===== config.mk =====
export PLATFORM = sky130hd
export DESIGN_NAME = fetch_step_ctrl
export DESIGN_NICKNAME = d
export VERILOG_FILES = /design/src/rtl/fetch_step_ctrl.sv
export SDC_FILE = /design/constraint.sdc
export NUM_CORES = 1
export LEC_CHECK = 0
export ABC_AREA = 1
export CORE_MARGIN = 5
export CORE_UTILIZATION = 55
export CTS_CLUSTER_DIAMETER = 80
export DETAILED_ROUTE_END_ITERATION = 10
export GPL_ROUTABILITY_DRIVEN = 0
export GPL_TIMING_DRIVEN = 0
export PLACE_DENSITY_LB_ADDON = 0.15
export SETUP_SLACK_MARGIN = 0.05
export SLEW_MARGIN = 25
export SYNTH_ARGS = -nofsm -noshare
export SYNTH_HDL_FRONTEND = slang
export SYNTH_HIERARCHICAL = 1
export SYNTH_SLANG_ARGS = --single-unit

===== constraint.sdc =====
create_clock -name Clk -period 1.61 [get_ports Clk]
set_clock_uncertainty 0.2 [all_clocks]
set_input_delay 0.2415 -clock Clk [delete_from_list [all_inputs] [get_ports Clk]]
set_output_delay 0.2415 -clock Clk [all_outputs]
set_load 0.01 [all_outputs]

===== src/rtl/fetch_step_ctrl.sv =====
// Fetch-enable generator for the instruction fetch unit: debounced single-step or divided free-run,
// plus a wrapping count of issued fetch pulses.

module fetch_step_debounce #(
    parameter int unsigned CYCLES = 1_000_000
) (
    input  logic clk,
    input  logic rst_n,
    input  logic raw,
    output logic level
);

    localparam int unsigned DB_W = $clog2(CYCLES + 1);
    localparam logic [DB_W-1:0] DB_MAX = DB_W'(CYCLES);

    logic            sync_1;
    logic            sync_2;
    logic [DB_W-1:0] cnt;

    always_ff @(posedge clk or negedge rst_n) begin
        if (!rst_n) begin
            sync_1 <= 1'b0;
            sync_2 <= 1'b0;
            cnt    <= '0;
            level  <= 1'b0;
        end else begin
            sync_1 <= raw;
            sync_2 <= sync_1;
            // Level only moves after the synced input has disagreed for CYCLES straight cycles.
            if (sync_2 == level) begin
                cnt <= '0;
            end else if (cnt == DB_MAX) begin
                level <= sync_2;
                cnt   <= '0;
            end else begin
                cnt <= cnt + 1'b1;
            end
        end
    end

endmodule

// state  | meaning
// S_HALT | idle, waiting for a step request or run switch
// S_STEP | issuing the single-step fetch pulse this cycle
// S_RUN  | free-running, pulse every RUN_DIV cycles
module fetch_step_ctrl #(
    parameter int unsigned DEBOUNCE_CYCLES = 1_000_000,
    parameter int unsigned RUN_DIV         = 50_000_000,
    parameter int unsigned CNT_W           = 16
) (
    input  logic             Clk,
    input  logic             Reset,
    input  logic             BtnStep,
    input  logic             SwRun,
    output logic             FetchEn,
    output logic             Running,
    output logic [CNT_W-1:0] StepCount
);

    localparam int unsigned DIV_W = (RUN_DIV > 2) ? $clog2(RUN_DIV) : 1;
    localparam logic [DIV_W-1:0] DIV_LAST = DIV_W'(RUN_DIV - 1);

    typedef enum logic [1:0] {
        S_HALT = 2'd0,
        S_STEP = 2'd1,
        S_RUN  = 2'd2
    } state_t;

    state_t           state;
    logic [DIV_W-1:0] div;
    logic             btn_level;
    logic             btn_level_q;
    logic             run_level;
    logic             step_req;

    fetch_step_debounce #(.CYCLES(DEBOUNCE_CYCLES)) u_db_btn (
        .clk   (Clk),
        .rst_n (Reset),
        .raw   (BtnStep),
        .level (btn_level)
    );

    fetch_step_debounce #(.CYCLES(DEBOUNCE_CYCLES)) u_db_run (
        .clk   (Clk),
        .rst_n (Reset),
        .raw   (SwRun),
        .level (run_level)
    );

    always_ff @(posedge Clk or negedge Reset) begin
        if (!Reset) begin
            btn_level_q <= 1'b0;
        end else begin
            btn_level_q <= btn_level;
        end
    end

    assign step_req = btn_level & ~btn_level_q;

    always_ff @(posedge Clk or negedge Reset) begin
        if (!Reset) begin
            state   <= S_HALT;
            div     <= '0;
            FetchEn <= 1'b0;
            Running <= 1'b0;
        end else begin
            case (state)
                S_HALT: begin
                    div <= '0;
                    // Run switch wins; a coincident step request is simply lost.
                    if (run_level) begin
                        state   <= S_RUN;
                        FetchEn <= 1'b0;
                        Running <= 1'b1;
                    end else if (step_req) begin
                        state   <= S_STEP;
                        FetchEn <= 1'b1;
                        Running <= 1'b0;
                    end else begin
                        FetchEn <= 1'b0;
                        Running <= 1'b0;
                    end
                end
                S_STEP: begin
                    state   <= S_HALT;
                    div     <= '0;
                    FetchEn <= 1'b0;
                    Running <= 1'b0;
                end
                S_RUN: begin
                    if (!run_level) begin
                        state   <= S_HALT;
                        div     <= '0;
                        FetchEn <= 1'b0;
                        Running <= 1'b0;
                    end else if (div == DIV_LAST) begin
                        div     <= '0;
                        FetchEn <= 1'b1;
                        Running <= 1'b1;
                    end else begin
                        div     <= div + 1'b1;
                        FetchEn <= 1'b0;
                        Running <= 1'b1;
                    end
                end
                default: begin
                    state   <= S_HALT;
                    div     <= '0;
                    FetchEn <= 1'b0;
                    Running <= 1'b0;
                end
            endcase
        end
    end

    always_ff @(posedge Clk or negedge Reset) begin
        if (!Reset) begin
            StepCount <= '0;
        end else if (FetchEn) begin
            StepCount <= StepCount + 1'b1;
        end
    end

endmodule


==> results.py <==
metrics = {
    "sta": {
        "fmax_mhz": 578,
        "hold_viol": 0,
        "fin_crit_ns": 1.73,
        "setup_slack_ns": -0.120,
        "period_share": 1.07,
        "worst_slew_pin_slew_ns": 0.420,
        "setup_viol": 27,
        "slew_violations": 0,
        "rsz0062_at_grt": "yes",
        "relSlewSlack": 0.720,
    },
    "grt": {
        "grt.overflow.total": 0,
        "grt_usage": 0.201,
        "grt_pass1_wl_mm": 18.6,
        "grt_max_degree": 54,
        "antenna_found_initial": 0,
        "grt_pass1_vias": 4134,
    },
    "clocking": {
        "cts_root_buf": "clkbuf_8",
        "cts_buffers": 9,
        "cts.htree.levels": 3,
        "tritoncts": "yes",
        "clockBufferDepth": 2,
        "clkLatencyLatePin_ns": 0.37,
        "clk_pin_slew_ns": 0.11,
        "cts.sinks": 93,
    },
    "critical_path": {
        "cp_max_fo": 4,
        "worstPathRequired_ns": 1.66,
        "crit_path_start_kind": "register",
        "r2r_cells": 8,
        "worstSetupEndpointType": "register",
        "crit_type": "register to register",
        "crit_arrival_ns": 1.78,
    },
    "layout": {
        "finalNonFillerCells": 836,
        "antenna_cells": 0,
        "drive_gt1_frac": 0.312,
        "final_core_util": 0.745,
        "area_growth_pct": 30.5,
        "nets": 733,
        "final_common_cell": "nand2_1",
        "multi_input_area_um2": 2910,
        "layout_common_cells": "nand2_1, nor2_1, dfrtp_1",
        "seqCellArea_um2": 2340,
        "nFillCells": 624,
    },
    "placement": {
        "place_ws_ns": -0.170,
        "dp_cells": 763,
        "place.port_buffers": 21,
        "hpwl_mm": 6.97,
    },
    "synthesis": {
        "synth_ff_type": "dfrtp_1",
        "yosysWarnings": 6,
        "synth.area.top_cells": "dfrtp_1, nor2_1, nand2_1",
        "postSynthRegisterBits": 93,
        "ys_types": 32,
        "synth_cells": 633,
        "yosysTopAreaCellShare": 0.463,
        "syn-num-nets": 643,
        "async_reset_ff_frac": 1.00,
        "synth_edf_count": 0,
        "post_synth.cell_area_avg_um2": 7.94,
        "synth_area_um2": 5030,
        "netlist.top_cell.by_area": "dfrtp_1",
        "ys_seq_area_frac": 0.463,
    },
    "die": {
        "dieWidth_um": 106,
        "coreArea_um2": 8810,
        "die_h_um": 106,
        "start_util": 0.571,
        "dieArea_um2": 11200,
        "io_pins": 22,
        "std_cell_rows": 34,
    },
    "power_and_ir_drop": {
        "p_seq_frac": 0.592,
        "vdd_drop_max_mv": 0.520,
        "p_switching_mw": 1.00,
        "p_clk_frac": 0.364,
        "internal_power_mw": 3.01,
        "power_frac_comb": 0.044,
        "p_sw_frac": 0.250,
        "pwr_density_cell_nw_per_um2": 611,
        "leakage_nw": 3.07,
    },
    "drt": {
        "wire_per_inst_um": 13.4,
        "viasPerCell": 5.19,
        "vias": 4340,
        "drt_iter0_markers": 176,
        "wirelength_mm": 11.2,
        "ant_nets": 0,
        "first_pass_iters": 5,
        "drc": 0,
    },
    "worst_hold_path": {
        "hold_path_class": "input pin to register",
        "hold_path_depth": 1,
    },
    "status": {
        "failed_checks": "negative setup slack",
        "outcome": "finished, violations left",
    },
    "run": {
        "cap_viol_max_count": 0,
    },
}
state kept, by name (all words and copies together), names as in the netlist:
register	cells
FetchEn	1
u_db_run/sync_2	1
div	26
u_db_btn/cnt	20
state	2
StepCount	16
u_db_btn/sync_1	1
u_db_btn/level	1
btn_level_q	1
u_db_btn/sync_2	1
u_db_run/sync_1	1
u_db_run/cnt	20
u_db_run/level	1
Running	1
final cells by class:
| class | instances | share of cell area |
|---|---|---|
| buffer | 2 | 0.00381 |
| clock buffer | 10 | 0.0195 |
| clock inverter | 6 | 0.00782 |
| inverter | 73 | 0.0418 |
| multi-input combinational | 465 | 0.444 |
| sequential | 93 | 0.356 |
| tap | 108 | 0.0206 |
| timing repair buffer | 79 | 0.107 |
synthesized netlist by cell type, types with 10 or more instances:
| cell type | count |
|---|---|
| xor2_1 | 26 |
| a21oi_1 | 10 |
| xnor2_1 | 13 |
| nor2_4 | 11 |
| dfrtp_1 | 93 |
| nand2_1 | 136 |
| nor2_1 | 141 |
| nand3_1 | 50 |
| nor3_1 | 13 |
| inv_1 | 69 |
| nand2_2 | 13 |
worst paths after layout:
kind / startpoint / end / slack [ns]
max: div[1]$_DFF_PN0_ / div[11]$_DFF_PN0_ / -0.12
min in group asynchronous: Reset / StepCount[6]$_DFFE_PN0P_ / 0.14
max in group asynchronous: Reset / u_db_btn/cnt[8]$_DFF_PN0_ / 0.48
min: BtnStep / u_db_btn/sync_1$_DFF_PN0_ / 0.12
min reg2reg: u_db_run/sync_1$_DFF_PN0_ / u_db_run/sync_2$_DFF_PN0_ / 0.14
max reg2reg: div[1]$_DFF_PN0_ / div[11]$_DFF_PN0_ / -0.12
power groups by stage:
stage / clock (mW) / combinational, mW / sequential [mW]
floorplan: 0 / 0.0476 / 2.41
global placement: 0 / 0.112 / 2.41
detailed placement: 0 / 0.124 / 2.41
CTS: 1.51 / 0.157 / 2.37
global route: 1.60 / 0.199 / 2.38
finish: 1.46 / 0.177 / 2.37
kinds of logic (layout without fill, tap and decap cells):
family	count (synthesis)	after routing	share of synthesized area
buf+inv	75	170	0.0595
xor+xnor	41	41	0.0744
mux	1	1	0.00224
flops	93	93	0.463
compound gates	24	24	0.0279
simple gates	393	393	0.358
fa+ha+maj	6	6	0.0149
metrics by stage:
step	setup TNS [ns]	hold slack (ns)	total power, mW	instance area [µm²]
after global placement	-313.57	0.134	2.53	5380
after floorplan	0	-0.254	2.46	5030
final	-1.74	0.119	4.01	6560
after detailed placement	-4.50	-0.0227	2.54	5410
after global routing	-5.08	0.108	4.18	6560
after CTS	-1.55	0.107	4.04	6140
what timing repair did:
| action | CTS | global route |
|---|---|---|
| setup buffers | 34 | 21 |
| resized for setup | 92 | 74 |
| pin swaps | 42 | 37 |
| endpoints found under the hold margin | 93 | 0 |
| endpoints found under the setup margin | 70 | 70 |
| hold buffers | 1 | 0 |
| gates cloned | 2 | 0 |
critical path: stages, from the launching register on:
cell     delay [ns]
dfrtp_1        0.37
buf_4          0.11
nand2_1        0.10
nor2_4         0.20
nand2_4        0.10
nor2_4         0.18
buf_4          0.16
xnor2_1        0.13
nor2_2         0.06
per-layer routing:
| metal | track usage | vias up | share of wire |
|---|---|---|---|
| li1 | - | 2148 | - |
| met1 | 0.268 | 2098 | 0.45 |
| met2 | 0.338 | 74 | 0.50 |
| met3 | 0.0275 | 20 | 0.031 |
| met4 | 0.0685 | 0 | 0.019 |
| met5 | 0 | - | 0 |
Power figures use the tool's default switching activity.
